<file path="config.mk">
export PLATFORM = sky130hd
export DESIGN_NAME = ir_pixel_packer_flat
export DESIGN_NICKNAME = d
export VERILOG_FILES = /design/src/rtl/ir_pixel_packer_if.sv /design/src/rtl/ir_pixel_packer.sv /design/src/flat_wrapper.sv
export SDC_FILE = /design/constraint.sdc
export NUM_CORES = 1
export LEC_CHECK = 0
export CORE_MARGIN = 2
export CORE_UTILIZATION = 53
export DETAILED_ROUTE_END_ITERATION = 8
export PLACE_DENSITY = 0.85
export SETUP_SLACK_MARGIN = 0.5
export SYNTH_ARGS = -nofsm -noshare
export SYNTH_HDL_FRONTEND = slang
export SYNTH_SLANG_ARGS = --single-unit
</file>
<file path="constraint.sdc">
create_clock -name clk -period 4.45 [get_ports clk]
set_clock_uncertainty 0.15 [all_clocks]
set_input_delay 1.1125 -clock clk [delete_from_list [all_inputs] [get_ports clk]]
set_output_delay 1.1125 -clock clk [all_outputs]
set_load 0.005 [all_outputs]
</file>
<file path="src/rtl/ir_pixel_packer_if.sv">
// Pixel-stream and FIFO write-side signals shared by the packer and its environment.
interface ir_pixel_packer_if #(
   parameter int unsigned P_PIXEL_WIDTH = 16,
   parameter int unsigned P_PACK_WIDTH  = 32
);
   logic                     s_pix_valid;
   logic                     s_pix_ready;
   logic [P_PIXEL_WIDTH-1:0] s_pix_data;
   logic                     s_pix_eol;
   logic                     fifo_full;
   logic                     fifo_wr_rst_busy;
   logic                     fifo_wr_en;
   logic [P_PACK_WIDTH-1:0]  fifo_din;

   // Environment side: sensor front end plus FIFO status
   modport master (
      output s_pix_valid, s_pix_data, s_pix_eol, fifo_full, fifo_wr_rst_busy,
      input  s_pix_ready, fifo_wr_en, fifo_din
   );

   // Packer side
   modport slave (
      input  s_pix_valid, s_pix_data, s_pix_eol, fifo_full, fifo_wr_rst_busy,
      output s_pix_ready, fifo_wr_en, fifo_din
   );
endinterface

</file>
<file path="src/rtl/ir_pixel_packer.sv">
// Packs N = P_PACK_WIDTH/P_PIXEL_WIDTH sensor pixels into one async-FIFO write word,
// padding short words at end of line and counting completed lines.
module ir_pixel_packer #(
   parameter int unsigned                P_PIXEL_WIDTH    = 16,
   parameter int unsigned                P_PACK_WIDTH     = 32,
   parameter logic [P_PIXEL_WIDTH-1:0]   P_PAD_VALUE      = '0,
   parameter int unsigned                P_LINE_CNT_WIDTH = 16
) (
   input  logic                        clk,
   input  logic                        rst_n,
   ir_pixel_packer_if.slave            bus,
   output logic                        line_done,
   output logic [P_LINE_CNT_WIDTH-1:0] line_cnt
);

   localparam int unsigned N         = P_PACK_WIDTH / P_PIXEL_WIDTH;
   localparam int unsigned SLOT_W    = (N > 1) ? $clog2(N) : 1;
   localparam logic [SLOT_W-1:0] LAST_SLOT = SLOT_W'(N - 1);

   typedef enum logic {
      ST_STARTUP = 1'b0,
      ST_RUN     = 1'b1
   } state_e;

   state_e                      state_q, state_d;
   logic [SLOT_W-1:0]           slot_q, slot_d;
   logic [P_PACK_WIDTH-1:0]     part_q, part_d;
   logic                        word_vld_q, word_vld_d;
   logic                        word_eol_q, word_eol_d;
   logic [P_PACK_WIDTH-1:0]     din_q, din_d;
   logic                        line_done_q, line_done_d;
   logic [P_LINE_CNT_WIDTH-1:0] line_cnt_q, line_cnt_d;

   logic                        wr_en_c;
   logic                        ready_c;
   logic                        accept_c;
   logic [P_PACK_WIDTH-1:0]     asm_c;

   // Handshakes are combinational on registered state so a held word and a new pixel can move together
   always_comb begin
      wr_en_c  = word_vld_q & ~bus.fifo_full & ~bus.fifo_wr_rst_busy & (state_q == ST_RUN);
      ready_c  = (state_q == ST_RUN) & (~word_vld_q | wr_en_c);
      accept_c = bus.s_pix_valid & ready_c;
   end

   // Word as it would look with the current pixel in lane slot: earlier lanes from the partial, later lanes padded
   always_comb begin
      asm_c = '0;
      for (int unsigned k = 0; k < N; k++) begin
         if (k < 32'(slot_q)) begin
            asm_c[k*P_PIXEL_WIDTH +: P_PIXEL_WIDTH] = part_q[k*P_PIXEL_WIDTH +: P_PIXEL_WIDTH];
         end else if (k == 32'(slot_q)) begin
            asm_c[k*P_PIXEL_WIDTH +: P_PIXEL_WIDTH] = bus.s_pix_data;
         end else begin
            asm_c[k*P_PIXEL_WIDTH +: P_PIXEL_WIDTH] = P_PAD_VALUE;
         end
      end
   end

   // Next-state: startup gating, packing, word hand-off and line accounting
   always_comb begin
      state_d     = state_q;
      slot_d      = slot_q;
      part_d      = part_q;
      word_vld_d  = word_vld_q;
      word_eol_d  = word_eol_q;
      din_d       = din_q;
      line_done_d = 1'b0;
      line_cnt_d  = line_cnt_q;

      case (state_q)
         ST_STARTUP: begin
            slot_d     = '0;
            word_vld_d = 1'b0;
            word_eol_d = 1'b0;
            if (!bus.fifo_wr_rst_busy) begin
               state_d = ST_RUN;
            end
         end
         ST_RUN: begin
            if (bus.fifo_wr_rst_busy) begin
               // FIFO is being reset: anything in flight is lost with it
               state_d    = ST_STARTUP;
               slot_d     = '0;
               word_vld_d = 1'b0;
               word_eol_d = 1'b0;
            end else begin
               if (wr_en_c) begin
                  word_vld_d = 1'b0;
                  if (word_eol_q) begin
                     line_done_d = 1'b1;
                     line_cnt_d  = line_cnt_q + P_LINE_CNT_WIDTH'(1);
                  end
               end
               if (accept_c) begin
                  if ((slot_q == LAST_SLOT) || bus.s_pix_eol) begin
                     din_d      = asm_c;
                     word_vld_d = 1'b1;
                     word_eol_d = bus.s_pix_eol;
                     slot_d     = '0;
                  end else begin
                     part_d = asm_c;
                     slot_d = slot_q + SLOT_W'(1);
                  end
               end
            end
         end
         default: state_d = ST_STARTUP;
      endcase
   end

   // State and datapath registers
   always_ff @(posedge clk or negedge rst_n) begin
      if (!rst_n) begin
         state_q     <= ST_STARTUP;
         slot_q      <= '0;
         part_q      <= '0;
         word_vld_q  <= 1'b0;
         word_eol_q  <= 1'b0;
         din_q       <= '0;
         line_done_q <= 1'b0;
         line_cnt_q  <= '0;
      end else begin
         state_q     <= state_d;
         slot_q      <= slot_d;
         part_q      <= part_d;
         word_vld_q  <= word_vld_d;
         word_eol_q  <= word_eol_d;
         din_q       <= din_d;
         line_done_q <= line_done_d;
         line_cnt_q  <= line_cnt_d;
      end
   end

   assign bus.s_pix_ready = ready_c;
   assign bus.fifo_wr_en  = wr_en_c;
   assign bus.fifo_din    = din_q;
   assign line_done       = line_done_q;
   assign line_cnt        = line_cnt_q;

endmodule

</file>
<file path="src/flat_wrapper.sv">
// flat-port wrapper written by rule: the top's interface ports become plain ports
module ir_pixel_packer_flat 
#(
   parameter int unsigned                P_PIXEL_WIDTH    = 16,
   parameter int unsigned                P_PACK_WIDTH     = 32,
   parameter logic [P_PIXEL_WIDTH-1:0]   P_PAD_VALUE      = '0,
   parameter int unsigned                P_LINE_CNT_WIDTH = 16
)
  (clk, rst_n, line_done, line_cnt, bus_s_pix_valid, bus_s_pix_data, bus_s_pix_eol, bus_fifo_full, bus_fifo_wr_rst_busy, bus_s_pix_ready, bus_fifo_wr_en, bus_fifo_din);
  ir_pixel_packer_if #(.P_PIXEL_WIDTH(P_PIXEL_WIDTH), .P_PACK_WIDTH(P_PACK_WIDTH)) bus_i ();
  input  logic clk;
  input  logic rst_n;
  output logic line_done;
  output logic [P_LINE_CNT_WIDTH-1:0] line_cnt;
  input wire logic [$bits(bus_i.s_pix_valid)-1:0] bus_s_pix_valid;
  input wire logic [$bits(bus_i.s_pix_data)-1:0] bus_s_pix_data;
  input wire logic [$bits(bus_i.s_pix_eol)-1:0] bus_s_pix_eol;
  input wire logic [$bits(bus_i.fifo_full)-1:0] bus_fifo_full;
  input wire logic [$bits(bus_i.fifo_wr_rst_busy)-1:0] bus_fifo_wr_rst_busy;
  output wire logic [$bits(bus_i.s_pix_ready)-1:0] bus_s_pix_ready;
  output wire logic [$bits(bus_i.fifo_wr_en)-1:0] bus_fifo_wr_en;
  output wire logic [$bits(bus_i.fifo_din)-1:0] bus_fifo_din;
  assign bus_i.s_pix_valid = bus_s_pix_valid;
  assign bus_i.s_pix_data = bus_s_pix_data;
  assign bus_i.s_pix_eol = bus_s_pix_eol;
  assign bus_i.fifo_full = bus_fifo_full;
  assign bus_i.fifo_wr_rst_busy = bus_fifo_wr_rst_busy;
  assign bus_s_pix_ready = bus_i.s_pix_ready;
  assign bus_fifo_wr_en = bus_i.fifo_wr_en;
  assign bus_fifo_din = bus_i.fifo_din;
  ir_pixel_packer #(.P_PIXEL_WIDTH(P_PIXEL_WIDTH), .P_PACK_WIDTH(P_PACK_WIDTH), .P_PAD_VALUE(P_PAD_VALUE), .P_LINE_CNT_WIDTH(P_LINE_CNT_WIDTH)) u_core (.clk(clk), .rst_n(rst_n), .bus(bus_i), .line_done(line_done), .line_cnt(line_cnt));
endmodule
</file>
==> impl_metrics.ini <==
[worst_hold_path]
min_path_type = flip-flop to flip-flop
hold_depth = 1

[layout]
layoutNonFillerInstCount = 398
antenna_cells = 0
areaGrowthSynthToFinish_pct = 31.6
post_route_cells_drive_above_1_share_pct = 14.1
fin_util_pct = 72.3
final_cell_mix = clkdlybuf4s50_1, dfrtp_1, nor2_1
final_common_cell = clkdlybuf4s50_1
nets = 345

[setup_path]
cp-end-kind = output pin
timing_worst_setup_path_type = input pin to output pin
critPathMaxStageDelay_ns = 0.49
path_depth = 4
reg2reg_slack_ns = 2.32
worstRegToRegCells = 3
worstPathArrival_ns = 2.59
crit_path_cell_trace = clkdlybuf4s50_1 -> o21ai_2 -> and2_1 -> clkdlybuf4s50_1
cpMaxStageDelayCell = clkdlybuf4s50_1
cpMostUsedCell = clkdlybuf4s50_1
path_delay_family = buffers and inverters
cp_num_buf_inv = 2
crit_fanout = 6
cp-start-kind = input pin
required_ns = 3.19

[power_and_ir_drop]
powerDensity_nw_per_um2 = 359
p_switching_uw = 346
ir_drop_uv = 225
p_seq_share_pct = 50.6
clock_power_share_pct = 35.7
p_leak_uw = 0.00177
swShare_pct = 24.2
comb_power_share_pct = 13.7
p_int_uw = 1080

[cts]
clk_latency_ns = 0.34
post_cts_buffers = 0
cts_sinks = 69
ctsRootBufferMaster = clkbuf_8
clk_path_buf_depth = 2
cts_tree = yes
post_cts_resized = 0
htreeDepth = 3
path_clk_slew_ns = 0.07
cts_inserted_buffers = 9
postCtsHoldBufs = 0

[global_route]
global_route.usage.total_pct = 24.1
grt_pass1_wl_um = 11600
grt_start_max_net_pins = 48
antenna_found_initial = 0
grt-ovfl-total = 0
grt_pass1_vias = 2364

[synthesis]
syn_area_per_cell_um2 = 12.2
synthCells = 249
ys_types = 37
synth_warnings = 0
async_reset_ff_share_pct = 100
yosys_register_bits = 69
ys_seq_area_share_pct = 57.1
synth_edf_count = 0
ys.flop_type = dfrtp_1
syn_nets = 272
synth_area_um2 = 3030

[timing]
final.setup.tns_ns = 0
hold_viol = 0
slew_headroom_pct = 28.1
rsz0062_at_grt = no
fin_crit_ns = 3.85
setup_viol = 0
fmax_mhz = 260
finalCritPeriodShare_pct = 86.5
worstMarginPinSlew_ns = 1.08
drv_slew = 0

[status]
status = complete, no violations

[die]
die_area_um2 = 6330
die_width_um = 79.6
start_util_pct = 54.9
die_h_um = 79.6
core_area_um2 = 5510
rows = 27
io_pins = 73

[placement]
place_congestion = 0.780
portBuffers = 72
dpl.cell_count = 383
hpwlAfterDp_um = 4590

[detailed_routing]
drc = 0
drtAntennaViolNets = 0
drt_wl_total_um = 6890
wl_per_cell_um = 17.3
avgViaCountPerCell = 5.76
drt_iter0_markers = 162
drt_first_pass_iters = 4
vias = 2293

[job]
maxCapViolCount = 0
[Yosys cell counts, drive strengths merged, types with 2 or more instances]
cell	count	area, µm²
dfrtp	69	1730
nor2	22	82.6
inv	20	75.1
mux2	17	191
a221oi	16	140
a22o	16	140
o32ai	15	131
buf	11	66.3
nand2	10	37.5
nand3	9	45.0
xnor2	9	78.8
xor2	6	52.6
nor4	4	52.6
and2	3	18.8
clkbuf	3	11.3
nand4	3	25.0
o21ai	3	30.0
and3	2	12.5
[path summary, 6_finish.rpt]
| check | endpoint | start |
|---|---|---|
| setup / recovery | bus_s_pix_ready | bus_fifo_full |
| hold / removal | u_core.line_cnt[15]$_DFFE_PN0P_ | u_core.line_cnt[15]$_DFFE_PN0P_ |
| setup reg to reg | u_core.bus.fifo_din[14]$_DFFE_PN0P_ | u_core.word_vld_q$_DFF_PN0_ |
| hold reg to reg | u_core.line_cnt[15]$_DFFE_PN0P_ | u_core.line_cnt[15]$_DFFE_PN0P_ |
| max in group asynchronous | u_core.line_cnt[4]$_DFFE_PN0P_ | rst_n |
| min in group asynchronous | u_core.line_cnt[2]$_DFFE_PN0P_ | rst_n |
[state kept, by name (all words and copies together) (netlist names)]
register             cells
u_core.part_q           16
u_core.state_q           1
u_core.word_vld_q        1
u_core.line_done         1
u_core.bus.fifo_din     32
u_core.slot_q            1
u_core.word_eol_q        1
u_core.line_cnt         16
[routing by layer]
layer	share of wire (%)	track usage, %	vias up
li1	-	-	1058
met1	44	31.6	1160
met2	49	37.1	68
met3	5.4	6.79	7
met4	1.3	10.9	0
met5	0	0	-
[cell type report]
type	count	area, µm²
repair buffers	76	746
flip-flops and latches	69	1730
clock inverters	4	47.5
inverters	21	78.8
clock buffers	11	151
well taps	72	90.1
fillers	390	1520
multi-input cells	145	1140
[worst reg2reg max path, stage by stage, from the launching register on]
cell	delay, ns
dfrtp_1	0.46
and2_0	0.88
o32ai_1	0.21
a221oi_1	0.32
[through the flow]
| stage | area, µm² | setup slack (ns) | hold slack (ns) | total power (µW) |
|---|---|---|---|---|
| 2_1_floorplan | 3030 | 1.67 | 0.318 | 821 |
| 3_3_place_gp | 3780 | 0.659 | 0.318 | 919 |
| 3_5_place_dp | 3780 | 0.615 | 0.317 | 930 |
| 4_1_cts | 3980 | 0.608 | 0.331 | 1440 |
| 5_1_grt | 3980 | 0.547 | 0.357 | 1500 |
| 6_report | 3980 | 0.601 | 0.329 | 1430 |
[cells by family (layout without fill, tap and decap cells)]
family                   count (synthesis)  after routing  share of synthesized area, %
AO/OA/AOI/OAI                           54             54                          15.6
adder cells (fa/ha/maj)                  1              1                         0.413
flip-flops                              69             69                          57.1
AND/OR/NAND/NOR                         58             58                          11.0
XOR/XNOR                                15             15                          4.34
buffers and inverters                   35            112                          5.17
multiplexers                            17             17                          6.33
[power by group through the flow]
| stage | Clock [µW] | Combinational [µW] | Sequential (µW) |
|---|---|---|---|
| after global placement | 0 | 189 | 730 |
| after CTS | 524 | 197 | 722 |
| after floorplan | 0 | 93.4 | 727 |
| final | 511 | 195 | 724 |
| after global routing | 554 | 216 | 731 |
| after detailed placement | 0 | 197 | 733 |
Note: power is estimated with default switching activity, not from simulation.
